`config.mk`:
```
export PLATFORM = sky130hd
export DESIGN_NAME = dac_sample_sequencer
export DESIGN_NICKNAME = d
export VERILOG_FILES = /design/src/rtl/dac_pkg.sv /design/src/rtl/sample_fifo.sv /design/src/rtl/dac_sample_sequencer.sv
export SDC_FILE = /design/constraint.sdc
export NUM_CORES = 1
export LEC_CHECK = 0
export CAP_MARGIN = 20
export CORE_ASPECT_RATIO = 1.25
export CORE_MARGIN = 2
export CORE_UTILIZATION = 50
export CTS_BUF_LIST = sky130_fd_sc_hd__clkbuf_8
export DETAILED_ROUTE_END_ITERATION = 8
export GPL_TIMING_DRIVEN = 1
export PLACE_DENSITY = 0.73
export SETUP_SLACK_MARGIN = 0.05
export SYNTH_ARGS = -nofsm -noshare
export SYNTH_HDL_FRONTEND = slang
export SYNTH_HIERARCHICAL = 1
export SYNTH_SLANG_ARGS = --single-unit
```
`constraint.sdc`:
```
create_clock -name clk -period 7.8 [get_ports clk]
set_input_delay 2.34 -clock clk [delete_from_list [all_inputs] [get_ports clk]]
set_output_delay 2.34 -clock clk [all_outputs]
set_load 0.02 [all_outputs]
```
`src/rtl/dac_pkg.sv`:
```
// Shared types and helpers for the DAC sample sequencer.
// Latency: n/a (declarations only).
// Backpressure: n/a.
package dac_pkg;

    // Sequencer operating states.
    typedef enum logic [1:0] {
        IDLE    = 2'd0,
        PRIME   = 2'd1,
        RUN     = 2'd2,
        STARVED = 2'd3
    } state_t;

    // Offset-binary zero level for a sample of data_size bits (data_size <= 64).
    function automatic logic [63:0] midscale(input int data_size);
        return 64'd1 << (data_size - 1);
    endfunction

endpackage

```
`src/rtl/sample_fifo.sv`:
```
// Single-clock sample FIFO with wrap-bit pointers for full/empty detection.
// Latency: a pushed word is visible at head_data the cycle after the push.
// Backpressure: pushes while full and pops while empty are ignored.
module sample_fifo #(
    parameter int DATA_SIZE  = 32,
    parameter int FIFO_DEPTH = 4,
    localparam int AW = $clog2(FIFO_DEPTH),
    localparam int LW = AW + 1
) (
    input  logic                 clk,
    input  logic                 reset,
    input  logic                 push,
    input  logic [DATA_SIZE-1:0] push_data,
    input  logic                 pop,
    output logic [DATA_SIZE-1:0] head_data,
    output logic                 full,
    output logic                 empty,
    output logic [LW-1:0]        level
);

    logic [DATA_SIZE-1:0] mem_q [FIFO_DEPTH];
    logic [DATA_SIZE-1:0] mem_d [FIFO_DEPTH];
    logic [AW:0]          wr_ptr_q, wr_ptr_d;
    logic [AW:0]          rd_ptr_q, rd_ptr_d;
    logic                 push_ok;
    logic                 pop_ok;

    assign empty     = (wr_ptr_q == rd_ptr_q);
    assign full      = (wr_ptr_q[AW] != rd_ptr_q[AW]) &&
                       (wr_ptr_q[AW-1:0] == rd_ptr_q[AW-1:0]);
    assign level     = wr_ptr_q - rd_ptr_q;
    assign head_data = mem_q[rd_ptr_q[AW-1:0]];
    assign push_ok   = push && !full;
    assign pop_ok    = pop && !empty;

    // Next pointer values and storage write.
    always_comb begin
        mem_d    = mem_q;
        wr_ptr_d = wr_ptr_q;
        rd_ptr_d = rd_ptr_q;
        if (push_ok) begin
            mem_d[wr_ptr_q[AW-1:0]] = push_data;
            wr_ptr_d = wr_ptr_q + 1'b1;
        end
        if (pop_ok) begin
            rd_ptr_d = rd_ptr_q + 1'b1;
        end
    end

    // Pointer registers; resetting them discards any stored samples.
    always_ff @(posedge clk or posedge reset) begin
        if (reset) begin
            wr_ptr_q <= '0;
            rd_ptr_q <= '0;
        end else begin
            wr_ptr_q <= wr_ptr_d;
            rd_ptr_q <= rd_ptr_d;
        end
    end

    // Sample storage; contents are only meaningful between the pointers.
    always_ff @(posedge clk) begin
        mem_q <= mem_d;
    end

endmodule

```
`src/rtl/dac_sample_sequencer.sv`:
```
// Paces buffered PCM samples to the modulator with a zero-order hold of osr_div+1 cycles.
// Latency: a sample popped on a tick appears on mod_data (with sample_strobe) one cycle later.
// Backpressure: s_ready drops only when the FIFO is full; prefill is allowed in every state.
module dac_sample_sequencer #(
    parameter int DATA_SIZE   = 32,
    parameter int FIFO_DEPTH  = 4,
    parameter int PRIME_LEVEL = 2,
    parameter int OSR_WIDTH   = 16
) (
    input  logic                           clk,
    input  logic                           reset,
    input  logic                           enable,
    input  logic [OSR_WIDTH-1:0]           osr_div,
    input  logic [DATA_SIZE-1:0]           s_data,
    input  logic                           s_valid,
    output logic                           s_ready,
    output logic [DATA_SIZE-1:0]           mod_data,
    output logic                           sample_strobe,
    output logic                           underrun,
    input  logic                           underrun_clr,
    output logic [$clog2(FIFO_DEPTH):0]    fifo_level,
    output logic                           busy
);
    import dac_pkg::*;

    localparam int LW = $clog2(FIFO_DEPTH) + 1;
    localparam logic [DATA_SIZE-1:0] MIDSCALE  = DATA_SIZE'(midscale(DATA_SIZE));
    localparam logic [LW-1:0]        PRIME_LVL = LW'(PRIME_LEVEL);

    state_t               state_q, state_d;
    logic [OSR_WIDTH-1:0] cnt_q, cnt_d;
    logic [DATA_SIZE-1:0] mod_q, mod_d;
    logic                 strobe_q, strobe_d;
    logic                 under_q, under_d;

    logic                 fifo_push;
    logic                 fifo_pop;
    logic [DATA_SIZE-1:0] fifo_head;
    logic                 fifo_full;
    logic                 fifo_empty;
    logic [LW-1:0]        fifo_lvl;
    logic                 tick;

    assign s_ready       = !fifo_full;
    assign fifo_push     = s_valid && !fifo_full;
    assign tick          = (cnt_q == osr_div);
    assign mod_data      = mod_q;
    assign sample_strobe = strobe_q;
    assign underrun      = under_q;
    assign fifo_level    = fifo_lvl;
    assign busy          = (state_q != IDLE);

    sample_fifo #(
        .DATA_SIZE  (DATA_SIZE),
        .FIFO_DEPTH (FIFO_DEPTH)
    ) u_fifo (
        .clk       (clk),
        .reset     (reset),
        .push      (fifo_push),
        .push_data (s_data),
        .pop       (fifo_pop),
        .head_data (fifo_head),
        .full      (fifo_full),
        .empty     (fifo_empty),
        .level     (fifo_lvl)
    );

    // Next-state, tick counter and output staging; underrun set beats clear.
    always_comb begin
        state_d  = state_q;
        cnt_d    = cnt_q;
        mod_d    = mod_q;
        strobe_d = 1'b0;
        under_d  = under_q && !underrun_clr;
        fifo_pop = 1'b0;
        if (state_q != IDLE && !enable) begin
            state_d = IDLE;
            cnt_d   = '0;
            mod_d   = MIDSCALE;
        end else begin
            case (state_q)
                IDLE: begin
                    cnt_d = '0;
                    mod_d = MIDSCALE;
                    if (enable) begin
                        state_d = PRIME;
                    end
                end
                PRIME: begin
                    cnt_d = '0;
                    mod_d = MIDSCALE;
                    if (fifo_lvl >= PRIME_LVL) begin
                        // Preload so the first RUN cycle is a tick.
                        state_d = RUN;
                        cnt_d   = osr_div;
                    end
                end
                RUN, STARVED: begin
                    // Counter free-runs through STARVED so the sample grid never slips.
                    cnt_d = tick ? '0 : cnt_q + 1'b1;
                    if (tick) begin
                        if (!fifo_empty) begin
                            fifo_pop = 1'b1;
                            mod_d    = fifo_head;
                            strobe_d = 1'b1;
                            state_d  = RUN;
                        end else begin
                            under_d = 1'b1;
                            state_d = STARVED;
                        end
                    end
                end
                default: begin
                    state_d = IDLE;
                end
            endcase
        end
    end

    // Sequencer registers.
    always_ff @(posedge clk or posedge reset) begin
        if (reset) begin
            state_q  <= IDLE;
            cnt_q    <= '0;
            mod_q    <= MIDSCALE;
            strobe_q <= 1'b0;
            under_q  <= 1'b0;
        end else begin
            state_q  <= state_d;
            cnt_q    <= cnt_d;
            mod_q    <= mod_d;
            strobe_q <= strobe_d;
            under_q  <= under_d;
        end
    end

endmodule
```
After elaboration in Yosys (flattened, before gate mapping)
Cells that the tools add are included.
{"block": "totals", "reg_bits": 186, "wordCells": 77, "in_bits": 53}
{"block": "op_classes", "add_sub_neg": 4, "bitwise_logic": 2, "reduce_logical": 17, "eq_ne": 11, "n_lt_le_gt_ge": 4, "n_mux": 28}
{"operator": "two-way mux 32 bit", "count": 6}
{"operator": "bitwise mux 128 bit", "count": 1}
{"operator": "binary-select mux 32 bit (select 2 bit)", "count": 1}
{"operator": "demux 32 bit (select 2 bit)", "count": 1}
{"operator": "one-hot mux 32 bit (2 select lines)", "count": 1}
{"operator": "two-way mux 16 bit", "count": 3}
{"operator": "one-hot mux 16 bit (3 select lines)", "count": 1}
{"operator": "adder 16 x 1 -> 16 bit, second input constant", "count": 1}
{"operator": "== test 16 bit", "count": 1}
{"operator": "!= test 3 bit, second input constant", "count": 4}
{"operator": "two-way mux 1 bit", "count": 9}
{"operator": "two-way mux 2 bit", "count": 4}
{"operator": "logical AND 1 bit", "count": 7}
{"operator": "adder 3 x 1 -> 3 bit, second input constant", "count": 2}
{"operator": ">= comparator 3 bit, second input constant", "count": 2}
{"operator": "NOT 2 -> 3 bit", "count": 2}
{"operator": "one-hot mux 2 bit (3 select lines)", "count": 1}
{"operator": "== test 2 bit, second input constant", "count": 2}
{"operator": "logical NOT 1 bit", "count": 4}
{"operator": "OR reduction 2 bit", "count": 2}
{"operator": "== test 3 bit", "count": 1}
{"operator": ">= comparator 3 x 2 -> 1 bit, second input constant", "count": 1}
{"operator": "< comparator 3 x 1 -> 1 bit, second input constant", "count": 1}
{"operator": "AND reduction 3 bit", "count": 1}
{"operator": "other kinds (7)", "count": 7}

Depth between registers and ports, before layout
{"block": "logic_depth", "depth_word": 8, "ltp_mapped": 11, "mapped_depth_nobuf": 9}

Hierarchy
Netlist, hierarchy kept.
{"module": "sample_fifo", "cells_per_inst": 213, "n_inst": 1, "seq_area_each_um2": 3993.8, "area_per_inst_um2": 5078.6}
{"module": "dac_sample_sequencer", "cells_per_inst": 277, "n_inst": 1, "seq_area_each_um2": 1302.5, "area_per_inst_um2": 2670.1}

Worst setup path before layout
Ideal clock, no wire load.
{"block": "synth_timing", "path_type": "flip-flop to output port", "startpoint": "register u_fifo.rd_ptr_q[1]", "endpoint": "output port fifo_level[2]", "path_stages_with_launch": 6, "required_ns": 5.460, "setup_slack_ns": 3.689, "arrival_time_ns": 1.771, "cell_sequence": "dfrtp_1 buf_2 clkbuf_1 inv_1 fa_1 xnor2_1"}
{"block": "synth_via", "elab_chain_cells": 1}
{"item": "from (decl)", "line": "sample_fifo.sv:24", "rtl": "logic [AW:0] rd_ptr_q, rd_ptr_d;"}
{"item": "from (signal assigned)", "line": "sample_fifo.sv:57", "rtl": "rd_ptr_q <= rd_ptr_d;"}
{"item": "subtractor 3 bit", "line": "sample_fifo.sv:31", "rtl": "assign level = wr_ptr_q - rd_ptr_q;"}
{"item": "to (decl)", "line": "dac_sample_sequencer.sv:21", "rtl": "output logic [$clog2(FIFO_DEPTH):0] fifo_level,"}
No other way between the ends.

Worst setup path after layout
Same ends and word-level chain as after synthesis.

==> metrics.yaml <==
core_sq_um: 15080
diodes: 0
grt_usage_pct: 19.95
routabilityCongestion: 0.8399
max_freq_mhz: 198.7
final_cells: 800
dieArea_sq_um: 16520
antenna_found_initial: 0
crit_fanout: 35
rsz0062_at_grt: "false"
wl_per_cell_um: 19.52
cp_cell_sequence: "buf_4, inv_1, fa_1, xnor2_1, clkdlybuf4s50_1"
synth_warnings: 6
cp-start-kind: "flip-flop"
drt-initial-drc-count: 301
grt.overflow.total: 0
crit_slowest_cell: "clkdlybuf4s50_1"
crit_path_end_kind: "output port"
dp.final_hpwl_mm: 9.740
irDropWorstVdd_uv: 145.6
h-tree-depth: 4
antenna_left: 0
place_inst: 768
slew_violations: 0
viasPerCell: 5.529
fin_crit_ps: 5032
grt_max_degree: 53
critPathMaxStageDelay_ps: 640
vias: 4423
drv_cap: 0
clock_sinks: 186
rows: 50
path_class: "reg2out"
tns_ps: 0
avgSynthCellArea_sq_um: 15.81
cellPowerDensity_nw_per_um2: 257.9
drc: 0
crit_required_ps: 5460
synth.net_count: 552
max_slew.worst_pin.slew_ps: 964.0
die_h_um: 143.2
fp.dieW_um: 115.3
final_common_cell: "edfxtp_1"
hold_viol: 0
synth.yosys.seq_area_share_pct: 68.35
cts_tree: "built"
holdWs_ps: 545.3
fin_skew_ps: 9.130
port_buffers: 91
fin_crit_sh_pct: 64.51
total_power_w: 0.002377
synth_seq_cells: 186
outcome: "complete, no violations"
cts_setup_buffers: 0
cts_buffers: 17
cts-root-buf: "clkbuf_8"
io_pins: 92
mostFrequentLayoutCells: "128 x edfxtp_1, 91 x clkdlybuf4s50_1, 56 x dfrtp_1"
clk_latency_ps: 460
cts_buffer_depth: 2
crit_arrival_ps: 2690
utilization_pct: 61.15
cts_hold_buffers: 0
slew_headroom_pct: 35.58
layout-drive-gt1-share_pct: 16.05
synthCells: 490
first_pass_iters: 5
hp-class: "reg2reg"
wl_mm: 15.61
synth_cell_types: 42
synthToLayoutAreaGrowth_pct: 18.97
finalNetCount: 641
netlist_area_sq_um: 7749
clk_pin_slew_worst_paths_ps: 90
initial_utilization_pct: 51.39
setup_violations: 0
grt_pass1_vias: 4687
cts_resized: 0
grt_pass1_wl_mm: 24.34
leakagePower_nw: 3.188
[path summary, 6_finish.rpt]
| path | endpoint | startpoint | slack, ps | cells past startpoint |
|---|---|---|---|---|
| max | fifo_level[2] | u_fifo/rd_ptr_q[1] | 2770 | 5 |
| min | mod_data[29] | mod_data[29] | 550 | 2 |
| max reg2reg | u_fifo/rd_ptr_q[2] | cnt_q[9] | 4680 | 6 |
| min reg2reg | mod_data[29] | mod_data[29] | 550 | 2 |
| max in group asynchronous | mod_data[30] | reset | 4900 | 3 |
| min in group asynchronous | u_fifo/wr_ptr_q[1] | reset | 2150 | 2 |
[cell type report]
class | count | area, sq um
flip-flops and latches | 186 | 5298
multi-input cells | 261 | 2186
well taps | 208 | 260.3
repair buffers | 98 | 983.4
clock buffers | 20 | 275.3
clock inverters | 12 | 160.2
fillers | 1137 | 5858
inverters | 15 | 56.30
[cells in the mapped netlist (all sizes together)]
cell	count	area, sq um
a21boi	1	7.510
a21oi	31	155.2
a221o	1	11.26
a31o	1	8.760
a31oi	2	12.51
and3	8	50.05
and4	1	8.760
buf	14	135.1
clkbuf	14	82.58
dfrtp	57	1426
dfstp	1	26.28
edfxtp	128	3844
fa	1	20.02
ha	8	100.1
inv	15	56.30
mux2	2	30.03
mux4	32	720.7
nand2	26	97.59
nand3	38	195.2
nand4	5	37.53
nor2	5	18.77
nor2b	1	6.260
nor3	3	15.01
nor3b	2	20.02
nor4	4	58.81
o2111a	1	11.26
o21ai	51	259.0
o32ai	1	8.760
or2	2	12.51
xnor2	9	78.83
xor2	25	234.0
[worst max-delay path, delay by kind of cell (launching register included)]
family                     cells  cell delay [ps]
xor gates and xnor gates       1              230
adders and majority gates      1              430
buffers and inverters          3             1230
DFF                            1              340
[stage by stage]
stage                     cell area (sq um)  setup slack, ps
after global placement                 8756             2432
after floorplan                        7749             3689
final                                  9219             2768
after global routing                   9219             2582
after CTS                              9219             2683
after detailed placement               8783             2299
[where the power goes]
part | switching [W] | internal, W
combinational | 0.000255 | 0.000149
sequential | 0.0000579 | 0.00123
clock | 0.000338 | 0.000347
total | 0.000651 | 0.00173
[sequential cells by signal (all words and copies together) (netlist names)]
register and cells:
underrun 1, u_fifo/mem_q 128, u_fifo/rd_ptr_q 3, u_fifo/wr_ptr_q 3, sample_strobe 1, cnt_q 16, mod_data 32, state_q 2
[cell families after synthesis]
kind of cell / synth area share [%]
mux: 9.688
flops: 68.35
fa+ha+maj: 1.550
compound gates: 6.120
xor+xnor: 4.037
buf+inv: 3.536
simple gates: 6.717
[per-layer routing]
metal  up-vias  part of all wire (%)  track usage [%]
met3        25                   4.1            3.820
li1       2027                     -                -
met5         -                     0                0
met1      2256                    40            23.90
met2       115                    54            35.00
met4         0                   2.1            8.497
No activity file was read; power rests on OpenSTA's default activity.
